==> config.mk <==
export PLATFORM = sky130hd
export DESIGN_NAME = sensor_condition_unit
export DESIGN_NICKNAME = d
export VERILOG_FILES = /design/src/rtl/sensor_condition_unit.sv
export SDC_FILE = /design/constraint.sdc
export NUM_CORES = 1
export LEC_CHECK = 0
export CAP_MARGIN = 30
export CORE_MARGIN = 8
export CORE_UTILIZATION = 50
export DETAILED_ROUTE_END_ITERATION = 8
export PLACE_DENSITY = 0.71
export SYNTH_ARGS = -nofsm -noshare
export SYNTH_HDL_FRONTEND = slang
export SYNTH_SLANG_ARGS = --single-unit
export TNS_END_PERCENT = 30
==> constraint.sdc <==
create_clock -name clock -period 2.63 [get_ports clock]
set_input_delay 0.3945 -clock clock [delete_from_list [all_inputs] [get_ports clock]]
set_output_delay 0.3945 -clock clock [all_outputs]
set_load 0.02 [all_outputs]
==> src/rtl/sensor_condition_unit.sv <==
`default_nettype none
// +--------------------------------------------------------------------------+
// | sensor_condition_unit: debounced tank switches plus moisture hysteresis   |
// | drive registered watering / filling requests.   Revision 1.0             |
// +--------------------------------------------------------------------------+
module sensor_condition_unit #(
  parameter int         DEBOUNCE_CYCLES = 4,
  parameter logic [7:0] DRY_THRESHOLD   = 8'd80,
  parameter logic [7:0] WET_THRESHOLD   = 8'd120,
  parameter int         STALE_CYCLES    = 1024
) (
  input  logic       clock,
  input  logic       reset,
  input  logic       tank_low,
  input  logic       tank_high,
  input  logic [7:0] moisture,
  input  logic       moisture_valid,
  output logic       watering_condition,
  output logic       filling_condition,
  output logic       sensor_fault,
  output logic       moisture_stale
);

  localparam int                 STALE_W    = $clog2(STALE_CYCLES + 1);
  localparam logic [STALE_W-1:0] STALE_MAX  = STALE_W'(STALE_CYCLES);
  localparam logic [STALE_W-1:0] STALE_LAST = STALE_W'(STALE_CYCLES - 1);
  localparam logic [7:0]         DB_LAST    = 8'(DEBOUNCE_CYCLES - 1);

  // Bit 0 = tank_low, bit 1 = tank_high.
  logic [1:0] sw_raw;
  logic [1:0] deb_d;
  logic [1:0] deb_q;

  assign sw_raw = {tank_high, tank_low};

  generate
    for (genvar i = 0; i < 2; i++) begin : g_switch
      logic [1:0] sync_d, sync_q;
      logic [7:0] cnt_d, cnt_q;
      logic       sw_deb_d, sw_deb_q;

      always_comb begin
        sync_d   = {sync_q[0], sw_raw[i]};
        sw_deb_d = sw_deb_q;
        cnt_d    = '0;
        // The flip edge also leaves the counter at zero.
        if (sync_q[1] != sw_deb_q) begin
          if (cnt_q == DB_LAST) begin
            sw_deb_d = ~sw_deb_q;
          end else begin
            cnt_d = cnt_q + 8'd1;
          end
        end
      end

      always_ff @(posedge clock) begin
        if (reset) begin
          sync_q   <= '0;
          cnt_q    <= '0;
          sw_deb_q <= 1'b0;
        end else begin
          sync_q   <= sync_d;
          cnt_q    <= cnt_d;
          sw_deb_q <= sw_deb_d;
        end
      end

      assign deb_d[i] = sw_deb_d;
      assign deb_q[i] = sw_deb_q;
    end
  endgenerate

  logic               need_fill_d, need_fill_q;
  logic               soil_dry_d, soil_dry_q;
  logic [STALE_W-1:0] stale_cnt_d, stale_cnt_q;
  logic               stale_d, stale_q;
  logic               watering_d, watering_q;
  logic               filling_d, filling_q;
  logic               fault_d, fault_q;
  logic               mstale_d, mstale_q;
  logic               fault;

  always_comb begin
    // need_fill tracks the debounced values of this edge so the request
    // lands one edge after the debounced flip.
    need_fill_d = need_fill_q;
    if (deb_d[0] && !deb_d[1]) begin
      need_fill_d = 1'b1;
    end else if (!deb_d[0] && deb_d[1]) begin
      need_fill_d = 1'b0;
    end

    soil_dry_d  = soil_dry_q;
    stale_cnt_d = stale_cnt_q;
    stale_d     = stale_q;
    if (moisture_valid) begin
      stale_cnt_d = '0;
      stale_d     = 1'b0;
      if (moisture < DRY_THRESHOLD) begin
        soil_dry_d = 1'b1;
      end else if (moisture > WET_THRESHOLD) begin
        soil_dry_d = 1'b0;
      end
    end else if (stale_cnt_q != STALE_MAX) begin
      stale_cnt_d = stale_cnt_q + STALE_W'(1);
      if (stale_cnt_q == STALE_LAST) begin
        stale_d    = 1'b1;
        soil_dry_d = 1'b0;
      end
    end

    fault      = deb_q[0] & deb_q[1];
    fault_d    = fault;
    mstale_d   = stale_q;
    filling_d  = need_fill_q & ~fault;
    watering_d = soil_dry_q & ~stale_q & ~deb_q[0] & ~need_fill_q & ~fault;
  end

  always_ff @(posedge clock) begin
    if (reset) begin
      need_fill_q <= 1'b0;
      soil_dry_q  <= 1'b0;
      stale_cnt_q <= '0;
      stale_q     <= 1'b0;
      watering_q  <= 1'b0;
      filling_q   <= 1'b0;
      fault_q     <= 1'b0;
      mstale_q    <= 1'b0;
    end else begin
      need_fill_q <= need_fill_d;
      soil_dry_q  <= soil_dry_d;
      stale_cnt_q <= stale_cnt_d;
      stale_q     <= stale_d;
      watering_q  <= watering_d;
      filling_q   <= filling_d;
      fault_q     <= fault_d;
      mstale_q    <= mstale_d;
    end
  end

  assign watering_condition = watering_q;
  assign filling_condition  = filling_q;
  assign sensor_fault       = fault_q;
  assign moisture_stale     = mstale_q;

endmodule
`default_nettype wire

==> out/summary.log <==
[status] status completed
[synthesis] Post-Synthesis Mean Instance Area 9.17 µm²
[worst_hold_path] min-delay src g_switch[1].sync_q[0]$_SDFF_PP0_
[synthesis] mux contribution to synthesized area 0.584%
[synthesis] Cell variety after synth 40
[global_routing] number of antenna violations at the first check in global routing 0
[worst_hold_path] Min-Delay Path Class flip-flop to flip-flop
[layout] fill cell instance count of the final layout 295
[global_routing] GRT Total Usage 12.9%
[critical_path] startpoint of the worst-slack reg-to-reg timing path g_switch[1].cnt_q[0]$_SDFF_PP0_
[timing] count of endpoints failing setup in the final report 0
[timing] maximum operating frequency 493 MHz
[route] number of remaining DRC errors 0
[clock_tree] post-CTS setup buffer count 0
[pwr] internal power contribution 839 µW
[clock_tree] post-cts sizing count 0
[global_routing] grt met3 use 5.66%
[floorplan] Die ar. 5560 µm²
[synthesis] post-synthesis simple-gate area fraction 27.1%
[placed_design] Post-DP HPWL 2.44 mm
[floorplan] DIE HEIGHT 74.6 µm
[critical_path] Required @ worst endpoint 2860 ps
[timing] slew at the pin closest to its max-slew limit 504 ps
[synthesis] combinational family with the most area after synthesis simple AND/OR/NAND/NOR gates
[synthesis] cell type with the highest aggregate area in the netlist sky130_fd_sc_hd__dfxtp_1
[synthesis] XOR/XNOR share of the synthesized area 5.11%
[clock_tree] clk sink count 40
[clock_tree] clock transition at the register clock pins on the worst setup and hold paths after CTS 110 ps
[pwr] power share of the sequential group 58.5%
[timing] number of max-slew violations in the final report 0
[route] first-pass iteration count of the detailed router 4
[layout] ratio of cells with drive above 1 in the final layout 6.76%
[synthesis] Synth Area in Compound Gates 14.2%
[global_routing] met2 GRT Util 18.5%
[timing] number of endpoints with negative hold slack in the final report 0
[layout] Antenna Cells 0
[synthesis] Mapped Cells 187
[layout] area of the multi-input gates 868 µm²
[global_routing] vias in the first global route 1,268
[clock_tree] # hold bufs at CTS 0
[timing] setup repair after global routing missed its margin no
[synthesis] adder-cell share of the synthesized area 3.65%
[clock_tree] H-tree levels 2
[floorplan] Core Box Area 3310 µm²
[synthesis] mapped cell area 1720 µm²
[critical_path] endpoint arrival time on the critical path 2250 ps
[pwr] switching component of the power 215 µW
[clock_tree] clock buffers created by TritonCTS 5
[timing] Worst Setup Slack, final 602 ps
[synthesis] Synth async-reset ratio 0%
[clock_tree] Longest Clk Path Bufs 2
[flow_run] Max Cap Viol 0
[clock_tree] Root Buffer sky130_fd_sc_hd__clkbuf_4
[pwr] worst vdd rail ir drop 0.212 mV
[critical_path] register-to-register setup slack 600 ps
[timing] maximum clock skew at final layout 7.89 ps
[floorplan] row count 21
[timing] post-layout min period 2030 ps
[global_routing] first-pass GRT wire length 5.48 mm
[route] ANT nets after route 0
[synthesis] top_reg_cell synth sky130_fd_sc_hd__dfxtp_1
[floorplan] total I/O pin count 17
[global_routing] total grt overflow 0
[synthesis] largest cells by area after synthesis sky130_fd_sc_hd__dfxtp_1, sky130_fd_sc_hd__nand3_1, sky130_fd_sc_hd__a21oi_1
[synthesis] synthesized netlist net count 205
[critical_path] launch point of the worst path g_switch[1].cnt_q[0]$_SDFF_PP0_
[pwr] power per cell area 530 nW/µm²
[synthesis] Seq cells post-synth 40
[route] routed len/inst 12.9 µm
[route] total via count after detailed routing 1,379
[route] count of routing violations after the opening detailed-route iteration 50
[placed_design] final weighted congestion in routability-driven placement 0.825
[timing] final worst path period share 77.1%
[pwr] combinational share of power 4.4%
[critical_path] Startpoint Class flip-flop
[layout] Seq. cell area 801 µm²
[global_routing] most heavily used metal layer in global routing met2
[floorplan] Die Wd 74.6 µm
[route] DRT Wirelength 3.26 mm
[global_routing] largest net degree at the start of global routing 17
[clock_tree] CTS tree done
[timing] Slew HR 66.1%
[critical_path] crit end category flip-flop
[layout] number of nets in the final layout 224
[pwr] net switching share of the total power 20.4%
[global_routing] global-route track usage on met1 16.1%
[synthesis] Synth top area share 46.7%
[timing] final-layout setup total negative slack 0 ps
[route] per-cell via count in the routed design 5.45
[synthesis] sequential element share of the synthesized area 46.7%
[pwr] Clk network pwr share 37.0%
[synthesis] leading post-synthesis cells by instance count sky130_fd_sc_hd__dfxtp_1, sky130_fd_sc_hd__nor2_1, sky130_fd_sc_hd__nand3_1
[floorplan] initial standard-cell utilization of the core 51.8%
[layout] area grow syn2layout 15.8%
[critical_path] Worst Path Max Fanout 5
[critical_path] Critical Setup Path Class flip-flop to flip-flop
[synthesis] most repeated cell in the gate-level netlist after synthesis sky130_fd_sc_hd__dfxtp_1
[synthesis] count of flip-flops with a built-in enable after synthesis 0
[synthesis] Yosys warning total 0
[placed_design] setup slack at placement 600 ps
[clock_tree] worst skew pair latency 340 ps
[placed_design] number of input and output port buffers inserted 16
[pwr] standby leakage power 0.661 nW
-- metal layers --
layer	vias up	wire length, µm	share of wire, %
li1	711	-	-
met1	632	1590	49
met2	31	1340	41
met3	5	283	8.7
met4	0	46	1.4
met5	-	0	0
-- state kept, by name, summed over array words and instances, names as in the netlist --
signal and count:
filling_condition 1, g_switch.cnt_q 16, g_switch.sw_deb_q 2, g_switch.sync_q 4
moisture_stale 1, mstale_d 1, need_fill_q 1, sensor_fault 1
soil_dry_q 1, stale_cnt_q 11, watering_condition 1
-- power groups by stage --
stage          Sequential (mW)  Combinational [mW]  Clock, mW
3_3_place_gp             0.630              0.0453          0
6_report                 0.616              0.0466      0.390
4_1_cts                  0.617              0.0469      0.401
3_5_place_dp             0.630              0.0465          0
5_1_grt                  0.618              0.0513      0.434
2_1_floorplan            0.630              0.0210          0
-- final cells by class --
type | count | share of cell area [%]
well taps | 46 | 2.90
flip-flops and latches | 40 | 40.3
clock buffers | 6 | 2.08
clock inverters | 2 | 1.76
repair buffers | 16 | 8.07
multi-input cells | 137 | 43.7
inverters | 6 | 1.13
-- critical path, stage by stage (launching register included) --
cell and delay (ps):
sky130_fd_sc_hd__dfxtp_1 410, sky130_fd_sc_hd__ha_1 240, sky130_fd_sc_hd__nor4b_1 430, sky130_fd_sc_hd__nand3_1 160, sky130_fd_sc_hd__and2_1 170, sky130_fd_sc_hd__ha_1 280, sky130_fd_sc_hd__mux2i_1 180, sky130_fd_sc_hd__nor2_1 50
-- final timing paths --
| check | depth (start not counted) | endpoint |
|---|---|---|
| worst max-delay path | 7 | need_fill_q$_SDFFE_PP0P_ |
| worst min-delay path | 1 | g_switch[1].sync_q[1]$_SDFF_PP0_ |
| worst max register to register | 7 | need_fill_q$_SDFFE_PP0P_ |
| worst min register to register | 1 | g_switch[1].sync_q[1]$_SDFF_PP0_ |
-- layout by cell type, fill, tap and decap left out, types with 2 or more instances in the layout --
cell	count
sky130_fd_sc_hd__a211o_1	2
sky130_fd_sc_hd__a21bo_2	2
sky130_fd_sc_hd__a21oi_1	14
sky130_fd_sc_hd__clkbuf_4	5
sky130_fd_sc_hd__clkdlybuf4s50_1	16
sky130_fd_sc_hd__dfxtp_1	40
sky130_fd_sc_hd__ha_1	5
sky130_fd_sc_hd__inv_1	6
sky130_fd_sc_hd__nand2_1	7
sky130_fd_sc_hd__nand2b_1	3
sky130_fd_sc_hd__nand3_1	15
sky130_fd_sc_hd__nand4_1	4
sky130_fd_sc_hd__nor2_1	18
sky130_fd_sc_hd__nor2b_1	5
sky130_fd_sc_hd__nor3_1	4
sky130_fd_sc_hd__nor4_1	4
sky130_fd_sc_hd__nor4b_1	2
sky130_fd_sc_hd__o21a_1	2
sky130_fd_sc_hd__o21ai_0	11
sky130_fd_sc_hd__o31ai_1	2
sky130_fd_sc_hd__or2_2	2
sky130_fd_sc_hd__or3_1	10
sky130_fd_sc_hd__xnor2_1	4
sky130_fd_sc_hd__xor2_1	6
-- per-stage QoR --
stage	utilization [%]	hold WS (ps)	cell area [µm²]	total power, mW	std cells
floorplan	-	413	1720	0.651	187
global placement	57.7	432	1910	0.675	245
detailed placement	57.7	434	1910	0.677	245
CTS	60.0	457	1990	1.06	253
global route	60.0	464	1990	1.10	253
finish	60.0	453	1990	1.05	253
-- cell families (layout without fill, tap and decap cells) --
family,count (synthesis),count (layout)
mux,1,1
buf+inv,10,30
xor+xnor,10,10
flops,40,40
fa+ha+maj,5,5
compound gates,38,38
simple gates,83,83
(Power assumes the default switching activity.)
